**config.mk**
```make
export PLATFORM = sky130hd
export DESIGN_NAME = mem_port_arbiter
export DESIGN_NICKNAME = d
export VERILOG_FILES = /design/src/rtl/mem_port_arbiter.sv
export SDC_FILE = /design/constraint.sdc
export NUM_CORES = 1
export LEC_CHECK = 0
export ABC_AREA = 1
export CAP_MARGIN = 20
export CELL_PAD_IN_SITES_DETAIL_PLACEMENT = 1
export CELL_PAD_IN_SITES_GLOBAL_PLACEMENT = 1
export CORE_MARGIN = 4
export CORE_UTILIZATION = 30
export CTS_CLUSTER_SIZE = 30
export DETAILED_ROUTE_END_ITERATION = 10
export PLACE_DENSITY = 0.79
export SETUP_SLACK_MARGIN = 0.3
export SLEW_MARGIN = 20
export SYNTH_ARGS = -nofsm -noshare
export SYNTH_HDL_FRONTEND = slang
export SYNTH_SLANG_ARGS = --single-unit
```
**constraint.sdc**
```tcl
create_clock -name clk -period 2.1 [get_ports clk]
set_input_delay 0.315 -clock clk [delete_from_list [all_inputs] [get_ports clk]]
set_output_delay 0.315 -clock clk [all_outputs]
set_load 0.1 [all_outputs]
```
**src/rtl/mem_port_arbiter.sv**
```systemverilog
// -----------------------------------------------------------------------------
// mem_port_arbiter
//
// Shares one single-ported, variable-latency memory between the fetch stage
// (IF) and the memory stage (DM). Requests are arbitrated in IDLE. Each
// granted access is then sequenced as ISSUE (a one-cycle mem_en strobe)
// followed by WAIT (address and data held until mem_ack). Completion is
// reported to the owner as a one-cycle ready pulse together with registered
// read data. DM has priority. A starvation counter forces an IF grant after
// STARVE_MAX consecutive DM grants while IF is waiting.
//
// Ports
//   clk, rst_n           rising-edge clock, asynchronous active-low reset
//   if_req / if_addr     fetch request (level) and address, held until if_ready
//   if_flush             discard the result of the in-flight / granted fetch
//   if_ready / if_rdata  fetch completion pulse and fetched word
//   dm_req / dm_we       data request (level) and write qualifier
//   dm_addr / dm_wdata   data address and write data, held until dm_ready
//   dm_ready / dm_rdata  data completion pulse and read data (kept on writes)
//   mem_en / mem_we      one-cycle transaction strobe and write qualifier
//   mem_addr / mem_wdata address and write data, held from strobe to ack
//   mem_ack / mem_rdata  memory completion and read data (same cycle)
// All outputs are driven directly from registers.
// -----------------------------------------------------------------------------
module mem_port_arbiter #(
  parameter int AW         = 32,
  parameter int DW         = 32,
  parameter int STARVE_MAX = 4
) (
  input  logic          clk,
  input  logic          rst_n,
  input  logic          if_req,
  input  logic [AW-1:0] if_addr,
  input  logic          if_flush,
  output logic          if_ready,
  output logic [DW-1:0] if_rdata,
  input  logic          dm_req,
  input  logic          dm_we,
  input  logic [AW-1:0] dm_addr,
  input  logic [DW-1:0] dm_wdata,
  output logic          dm_ready,
  output logic [DW-1:0] dm_rdata,
  output logic          mem_en,
  output logic          mem_we,
  output logic [AW-1:0] mem_addr,
  output logic [DW-1:0] mem_wdata,
  input  logic          mem_ack,
  input  logic [DW-1:0] mem_rdata
);

  localparam int SCW = $clog2(STARVE_MAX + 1);
  localparam logic [SCW-1:0] STARVE_LIMIT = SCW'(STARVE_MAX);

  typedef enum logic [1:0] {
    S_IDLE  = 2'd0,
    S_ISSUE = 2'd1,
    S_WAIT  = 2'd2
  } state_t;

  state_t          r_state,    w_state_next;
  logic            r_owner_dm, w_owner_dm_next;   // 1: DM owns the transaction
  logic [SCW-1:0]  r_starve,   w_starve_next;
  logic            r_drop,     w_drop_next;       // fetch result to be discarded
  logic            r_mem_en,   w_mem_en_next;
  logic            r_mem_we,   w_mem_we_next;
  logic [AW-1:0]   r_mem_addr, w_mem_addr_next;
  logic [DW-1:0]   r_mem_wdata, w_mem_wdata_next;
  logic            r_if_ready, w_if_ready_next;
  logic [DW-1:0]   r_if_rdata, w_if_rdata_next;
  logic            r_dm_ready, w_dm_ready_next;
  logic [DW-1:0]   r_dm_rdata, w_dm_rdata_next;
  logic            w_grant_if;

  always_ff @(posedge clk or negedge rst_n) begin
    if (!rst_n) begin
      r_state     <= S_IDLE;
      r_owner_dm  <= 1'b0;
      r_starve    <= '0;
      r_drop      <= 1'b0;
      r_mem_en    <= 1'b0;
      r_mem_we    <= 1'b0;
      r_mem_addr  <= '0;
      r_mem_wdata <= '0;
      r_if_ready  <= 1'b0;
      r_if_rdata  <= '0;
      r_dm_ready  <= 1'b0;
      r_dm_rdata  <= '0;
    end else begin
      r_state     <= w_state_next;
      r_owner_dm  <= w_owner_dm_next;
      r_starve    <= w_starve_next;
      r_drop      <= w_drop_next;
      r_mem_en    <= w_mem_en_next;
      r_mem_we    <= w_mem_we_next;
      r_mem_addr  <= w_mem_addr_next;
      r_mem_wdata <= w_mem_wdata_next;
      r_if_ready  <= w_if_ready_next;
      r_if_rdata  <= w_if_rdata_next;
      r_dm_ready  <= w_dm_ready_next;
      r_dm_rdata  <= w_dm_rdata_next;
    end
  end

  always_comb begin
    w_state_next     = r_state;
    w_owner_dm_next  = r_owner_dm;
    w_starve_next    = r_starve;
    w_drop_next      = r_drop;
    w_mem_en_next    = 1'b0;
    w_mem_we_next    = r_mem_we;
    w_mem_addr_next  = r_mem_addr;
    w_mem_wdata_next = r_mem_wdata;
    w_if_ready_next  = 1'b0;
    w_if_rdata_next  = r_if_rdata;
    w_dm_ready_next  = 1'b0;
    w_dm_rdata_next  = r_dm_rdata;
    w_grant_if       = 1'b0;

    case (r_state)
      S_IDLE: begin
        // IF only wins a contested slot once it has been passed over
        // STARVE_MAX times in a row.
        w_grant_if = if_req && (!dm_req || (r_starve == STARVE_LIMIT));

        if (!if_req || w_grant_if) begin
          w_starve_next = '0;
        end else if (dm_req && (r_starve != STARVE_LIMIT)) begin
          w_starve_next = r_starve + 1'b1;
        end

        if (if_req || dm_req) begin
          w_state_next     = S_ISSUE;
          w_mem_en_next    = 1'b1;
          w_owner_dm_next  = !w_grant_if;
          w_mem_addr_next  = w_grant_if ? if_addr : dm_addr;
          w_mem_we_next    = w_grant_if ? 1'b0 : dm_we;
          w_mem_wdata_next = w_grant_if ? '0 : dm_wdata;
          w_drop_next      = 1'b0;
        end
      end

      S_ISSUE: begin
        // An ack in this cycle is outside the memory protocol and is ignored.
        w_state_next = S_WAIT;
        if (!r_owner_dm && if_flush) begin
          w_drop_next = 1'b1;
        end
      end

      S_WAIT: begin
        if (mem_ack) begin
          w_state_next = S_IDLE;
          w_drop_next  = 1'b0;
          if (r_owner_dm) begin
            w_dm_ready_next = 1'b1;
            if (!r_mem_we) begin
              w_dm_rdata_next = mem_rdata;
            end
          end else if (!(r_drop || if_flush)) begin
            // A flush arriving in the ack cycle itself still cancels delivery.
            w_if_ready_next = 1'b1;
            w_if_rdata_next = mem_rdata;
          end
        end else if (!r_owner_dm && if_flush) begin
          w_drop_next = 1'b1;
        end
      end

      default: begin
        w_state_next = S_IDLE;
      end
    endcase
  end

  assign mem_en    = r_mem_en;
  assign mem_we    = r_mem_we;
  assign mem_addr  = r_mem_addr;
  assign mem_wdata = r_mem_wdata;
  assign if_ready  = r_if_ready;
  assign if_rdata  = r_if_rdata;
  assign dm_ready  = r_dm_ready;
  assign dm_rdata  = r_dm_rdata;

endmodule
```
## Word-level counts from Yosys, hierarchy flattened

Cells that the tools add are included.

| cells by class | value |
|---|---|
| $add $sub $neg | 1 |
| eq/ne operators | 6 |
| mux-type cells | 21 |
| bitwise logic cells | 3 |
| reduce and logical (&&, ||, !) cells | 20 |

Operator list:

| cell | count |
|---|---|
| 32-bit 2-to-1 mux | 2 |
| 1-bit 2-to-1 mux | 13 |
| 2-bit AND reduction | 4 |
| 4-bit AND reduction | 2 |
| 3-bit 2-to-1 mux | 2 |
| 2-bit one-hot mux with 3 select lines | 1 |
| 1-bit logical NOT | 4 |
| 1-bit logical OR | 4 |
| 2-bit 2-to-1 mux | 2 |
| 2-bit != test (second input constant) | 2 |
| 3-bit by 1-bit adder with 3-bit output (second input constant) | 1 |
| 3-bit == test (second input constant) | 1 |
| 1-bit logical AND | 3 |
| 3-bit != test (second input constant) | 1 |
| 1-bit NOT | 3 |
| 1-bit one-hot mux with 3 select lines | 1 |
| 3-bit nonzero test | 1 |
| 2-bit by 1-bit == test with 1-bit output (second input constant) | 1 |
| 2-bit == test (second input constant) | 1 |
| 2-bit logical NOT | 1 |
| 2-bit nonzero test | 1 |

| word-level totals | value |
|---|---|
| bits in registers | 139 |
| input port bits | 135 |

## Longest topological paths before layout

Gate-level depths: netlist of run 1.

| depth | value |
|---|---|
| depth after elaboration | 6 |
| mapped depth | 10 |

## Worst setup path before layout of run 1

Ideal clock, no wire load.

| timing | value |
|---|---|
| path kind | register to register |
| from | register r_mem_we (netlist: mem_we) |
| to | register r_dm_rdata[10] (netlist: dm_rdata[10]) |
| arrival | 1.673 ns |
| setup slack | 0.345 ns |
| cell stages (with the launch flop) | 6 |
| cell sequence | dfrtp_1 -> inv_1 -> nand2_1 -> clkbuf_1 -> nand2_1 -> o21ai_0 |

| on the way | value |
|---|---|
| longest elaborated chain between the ends | 2 |

RTL lines:

| item | line | text |
|---|---|---|
| start, declared | 65 | `logic r_mem_we, w_mem_we_next;` |
| start signal, assigned | 94 | `r_mem_we <= w_mem_we_next;` |
| 1-bit NOT (no line) | -- |  |
| 4-bit AND reduction (no line) | -- |  |
| end signal, assigned | 100 | `r_dm_rdata <= w_dm_rdata_next;` |
| end, declared | 71 | `logic [DW-1:0] r_dm_rdata, w_dm_rdata_next;` |

Every way passes these cells.
A chain may end at the register's enable or synchronous reset.

## Worst setup path after layout of run 1

| timing | value |
|---|---|
| from | register r_state[0] |
| to | register r_mem_addr[15] (netlist: mem_addr[15]) |

| on the way | value |
|---|---|
| longest elaborated chain between the ends | 2 |

RTL lines:

| item | line | text |
|---|---|---|
| start, declared | 60 | `state_t r_state, w_state_next;` |
| start signal, assigned | 89 | `r_state <= w_state_next;` |
| 2-bit logical NOT | 119 | `case (r_state)` |
| 2-bit AND reduction (no line) | -- |  |
| end signal, assigned | 95 | `r_mem_addr <= w_mem_addr_next;` |
| end, declared | 66 | `logic [AW-1:0] r_mem_addr, w_mem_addr_next;` |

Every way passes these cells.

==> flow_summary.toml, run 1 <==
[run_status]
status = "finished clean"

[die]
die_width_um = 149.1
pin_count = 267
die-area_um2 = 22240
chipHeight_um = 149.1
coreArea_um2 = 19530
start_util_pct = 30.60
fp-row-count = 51

[global_route]
grt_util_all_layers_pct = 18.33
grt_pass1_wl_mm = 32.17
grt-ovfl-total = 0
grt_pass1_vias = 5950
grt_start_max_net_pins = 66
antenna_found_initial = 0

[sta]
hold_viol = 0
relSlewSlack_pct = 55.17
rsz0062_at_grt = "no"
holdWs_ps = 421.3
finalSetupTns_ps = 0
finalSetupViolCount = 0
max_freq_mhz = 623.4
fin_crit_sh_pct = 76.39
period_minus_slack_ps = 1604
slew_violations = 0
worst_slew_pin_slew_ps = 671.8
skew_ps = 10.90

[worst_setup_path]
startpoint_type = "flop"
path_class = "reg2reg"
crit_chain = "inv_1, ha_1, inv_2, nor2_2, nand3_1, nand2_1"
endpoint_kind = "flop"
cp_data_required_time_ps = 2450
slowest_stage = "nor2_2"
r2r_end = "mem_addr[15]"
r2r_setup_slack_ps = 500
reg2reg_depth = 6
slowest_delay_ps = 530
cp_max_fo = 13
critPathArrivalTime_ps = 1950
r2r_start = "r_state[0]"

[synth]
yosysWarnings = 0
synthCells = 718
syn_area_um2 = 5976
synth.net_count = 859
synth-seq-cells = 139
yosysSeqAreaShare_pct = 58.21
synth.distinct_cells = 18
syn_avg_cell_area_um2 = 8.323

[place]
gp_congestion = 0.7929
io_buffers = 266
dpl_cell_area_um2 = 8683
dpl.hpwl_mm = 15.03

[cts]
cts_sinks = 139
cts_tree = "yes"
htreeDepth = 4
clk_latency_ps = 420
clkTransAtPathRegs_ps = 70
cts-root-buf = "clkbuf_16"
clock_path_buffers = 2
cts_made_buffers = 17

[cells_and_area]
layout-drive-gt1-share_pct = 19.50
design_area_um2 = 9361
most-common-layout-cells = "239 x nand2_1, 148 x buf_4, 139 x dfrtp_1, 133 x clkdlybuf4s50_1, 110 x inv_1"
mostFrequentLayoutCell = "nand2_1"
syn2layout_area_growth_pct = 56.66
fillers = 2312
diodes = 0
fin_nets = 1129

[drt]
finalWirelength_mm = 20.53
vias = 5573
wl_per_cell_um = 16.23
viasPerCell = 4.406
drt_pass1_iterations = 4
route.detailed.drc = 0
drt-initial-drc-count = 218
ant_nets = 0

[run]
cap_violations = 0

[worst_hold_path]
worstHoldPathType = "in2async"
[routing by layer]
metal / global-route usage (%) / up-vias / share of wire [%]
li1: - / 2742 / -
met1: 21.56 / 2672 / 40
met2: 33.90 / 133 / 54
met3: 2.947 / 26 / 3.6
met4: 6.087 / 0 / 2.3
met5: 0 / - / 0
[sequential cells by signal, summed over array words and instances, names as in the netlist]
| name | flops |
|---|---|
| dm_rdata | 32 |
| dm_ready | 1 |
| if_rdata | 32 |
| if_ready | 1 |
| mem_addr | 32 |
| mem_en | 1 |
| mem_wdata | 32 |
| mem_we | 1 |
| r_drop | 1 |
| r_owner_dm | 1 |
| r_starve | 3 |
| r_state | 2 |
[critical path, delay by kind of cell, from the launching register on]
family        cells  cell delay (ps)
fa+ha+maj         1              210
flops             1              380
simple gates      3              760
buf+inv           2              190
[what timing repair did]
| item | CTS | global route |
|---|---|---|
| pin swaps | 1 | 1 |
| hold endpoints to repair | 40 | 0 |
| gates resized for setup | 3 | 3 |
| endpoints found under the setup margin | 72 | 91 |
| cloned | 1 | 0 |
| hold buffers | 1 | 0 |
| buffers inserted | 0 | 2 |
[cells in the mapped netlist]
cell type / n / area share (%)
o21a_1: 1 / 0.13
xnor2_1: 1 / 0.15
dfrtp_1: 139 / 58
inv_1: 110 / 6.9
nor2_4: 1 / 0.19
buf_1: 1 / 0.063
ha_1: 6 / 1.3
inv_2: 2 / 0.13
nor2_1: 4 / 0.25
buf_6: 1 / 0.19
a21oi_1: 1 / 0.084
buf_2: 21 / 1.8
clkbuf_1: 16 / 1.0
nand3_1: 101 / 8.5
nand2_1: 241 / 15
nor2_2: 1 / 0.10
buf_4: 1 / 0.13
o21ai_0: 70 / 5.9
[per-stage QoR]
stage / utilization, % / cells / worst slack, ps
after global placement: 44.47 / 1230 / -148.0
final: 47.94 / 1265 / 495.8
after floorplan: - / 718 / 344.7
after CTS: 47.83 / 1263 / 343.2
after global routing: 47.94 / 1265 / 320.7
after detailed placement: 44.47 / 1230 / -191.5
[layout make-up]
cell class / instances / area, um^2 / share of cell area (%)
Timing Repair Buffer: 290 / 2594 / 27.71
Clock inverter: 12 / 186.4 / 1.991
Tap cell: 265 / 331.6 / 3.542
Sequential cell: 139 / 3478 / 37.16
Inverter: 112 / 420.4 / 4.491
Multi-Input combinational cell: 428 / 1908 / 20.38
Clock buffer: 19 / 442.9 / 4.731
[cell families (layout without fill, tap and decap cells)]
family	Yosys count	after routing	share of synthesized area (%)
compound gates	72	72	6.072
xor+xnor	1	1	0.1466
fa+ha+maj	6	6	1.256
buf+inv	152	433	10.18
flops	139	139	58.21
simple gates	348	349	24.14
[worst max-delay path by stage]
stage / startpoint / end / slack (ps)
2_1_floorplan: mem_we / dm_rdata[10] / 340
3_3_place_gp: dm_req / mem_addr[10] / -150
3_5_place_dp: dm_req / mem_wdata[3] / -190
4_1_cts: r_state[0] / mem_wdata[27] / 340
5_1_grt: r_state[0] / dm_rdata[21] / 320
6_report: r_state[0] / mem_addr[15] / 500
Power of run 1 is not shown: default switching activity piles up to over one toggle a cycle in this logic, so the estimate is an artifact.
==> run 2, diff against run 1 <==
clock period = 1.6 ns   (was 2.1 ns; I/O delays follow)
==> run 2 against run 1 <==
Wire length grew 70%. Clock skew increased by 3.3 ps. Via count up 23%. Flip-flop and latch count did not move. Register-to-register slack worse by 480 ps. Count of clock-buffer cells in the layout is 1 lower. Worst setup slack worse by 480 ps. Sequential share of layout area fell by 11 points. Critical path type unchanged. Largest cell class is now buffers.
==> flow_summary.toml, run 2 (synthesis results as in run 1) <==
[cts]
cts_tree = "yes"
cts_made_buffers = 17
clock_path_buffers = 2
cts-root-buf = "clkbuf_16"
clk_latency_ps = 430
clkTransAtPathRegs_ps = 70
cts_sinks = 139
htreeDepth = 4

[cells_and_area]
fillers = 1937
most-common-layout-cells = "180 x nand2_1, 145 x buf_12, 133 x clkdlybuf4s50_1, 113 x dfrtp_1, 106 x inv_1"
syn2layout_area_growth_pct = 122.2
fin_nets = 1236
multi_input_area_um2 = 2651
seqCellArea_um2 = 3513
mostFrequentLayoutCell = "nand2_1"
final_util_pct = 68.01
layout-drive-gt1-share_pct = 42.60
instances_no_fill = 1374

[sta]
fin_crit_sh_pct = 98.89
finalWorstSetupSlack_ps = 17.84
hold_viol = 0
worst_slew_pin_slew_ps = 516.7
max_freq_mhz = 632.0
finalSetupViolCount = 0
rsz0062_at_grt = "yes"
period_minus_slack_ps = 1582
skew_ps = 14.21
relSlewSlack_pct = 65.55
slew_violations = 0
holdWs_ps = 354.2

[place]
dp.cells = 1234
io_buffers = 266
dpl.hpwl_mm = 17.65
gp_congestion = 0.8188
pre_cts_slack_ps = -138.6

[worst_setup_path]
critPathArrivalTime_ps = 1950
path_class = "reg2reg"
startpoint = "r_state[1]"
reg2reg_depth = 9
endpoint_kind = "flop"
cp_data_required_time_ps = 1970
r2r_setup_slack_ps = 20
cp_max_fo = 5
startpoint_type = "flop"
r2r_start = "r_state[1]"
endpoint = "mem_addr[10]"
r2r_end = "mem_addr[10]"

[global_route]
grt_pass1_vias = 7083
grt_pass1_wl_mm = 43.08
grt_start_max_net_pins = 47
grt_util_all_layers_pct = 25.81
grt-ovfl-total = 0
antenna_found_initial = 3

[die]
chipHeight_um = 149.1
start_util_pct = 30.60
die-area_um2 = 22240
die_width_um = 149.1
fp-row-count = 51
pin_count = 267
coreArea_um2 = 19530

[drt]
ant_nets = 0
drt_pass1_iterations = 4
viasPerCell = 4.985
wl_per_cell_um = 25.45
route.detailed.drc = 0
finalWirelength_mm = 34.96
drt-initial-drc-count = 329
vias = 6849

[run]
cap_violations = 0

[worst_hold_path]
worstHoldPathType = "in2async"

[run_status]
status = "finished clean"
run 2: cell count changes in the layout (fill, tap and decap cells not counted), moves of 27 or more:
cell	previous run	this run
buf_12	5	145
o21ai_1	0	27
nand3_2	1	32
nand3_1	100	67
o21ai_0	70	4
buf_4	148	75
o21ai_2	0	38
nand2_1	239	180
nand2_4	0	37
run 2: worst max-delay path, cell delays in order, from the launching register on:
cell	delay [ps]
dfrtp_2	450
inv_2	100
ha_4	160
inv_4	50
nor2_4	160
buf_6	130
buf_8	130
clkbuf_16	170
nand3_2	80
nand2_1	90
run 2: cell type report:
| cell class | instances | area share, % |
|---|---|---|
| repair buffers | 398 | 42.95 |
| flip-flops and latches | 139 | 26.46 |
| diodes | 1 | 0.01884 |
| clock inverters | 14 | 1.564 |
| well taps | 265 | 2.497 |
| inverters | 112 | 3.241 |
| multi-input cells | 427 | 19.96 |
| clock buffers | 18 | 3.307 |
run 2: worst min-delay path by stage:
stage | depth (start not counted) | startpoint | endpoint | slack (ps)
global route | 2 | rst_n | dm_rdata[1] | 370
CTS | 2 | rst_n | dm_rdata[6] | 350
floorplan | 0 | rst_n | dm_rdata[0] | -60
detailed placement | 1 | rst_n | dm_rdata[6] | 230
global placement | 1 | rst_n | dm_rdata[2] | 230
finish | 2 | rst_n | dm_rdata[1] | 350
run 2: timing repair:
item | in CTS | in global routing
pin swaps | 5 | 40
setup endpoints to repair | 148 | 245
hold buffers | 1 | 0
cloned | 13 | 14
buffers inserted | 15 | 64
endpoints found under the hold margin | 39 | 0
gates resized for setup | 71 | 176
run 2: metal layers:
| layer | part of all wire [%] | global-route usage [%] | wire length (um) | vias to the layer above |
|---|---|---|---|---|
| li1 | - | - | - | 2988 |
| met1 | 36 | 28.00 | 12530 | 3412 |
| met4 | 3.9 | 9.062 | 1353 | 4 |
| met3 | 9.3 | 9.754 | 3248 | 91 |
| met2 | 51 | 46.07 | 17800 | 354 |
| met5 | 0.077 | 0 | 27 | - |
run 2: stage by stage:
stage               cell area, um^2  setup TNS, ps
floorplan                      6202              0
finish                        13280              0
detailed placement            10530          -4694
global route                  13280         -327.9
global placement              10530         -11.34
CTS                           11870              0
Power of run 2 is left out for the same reason.
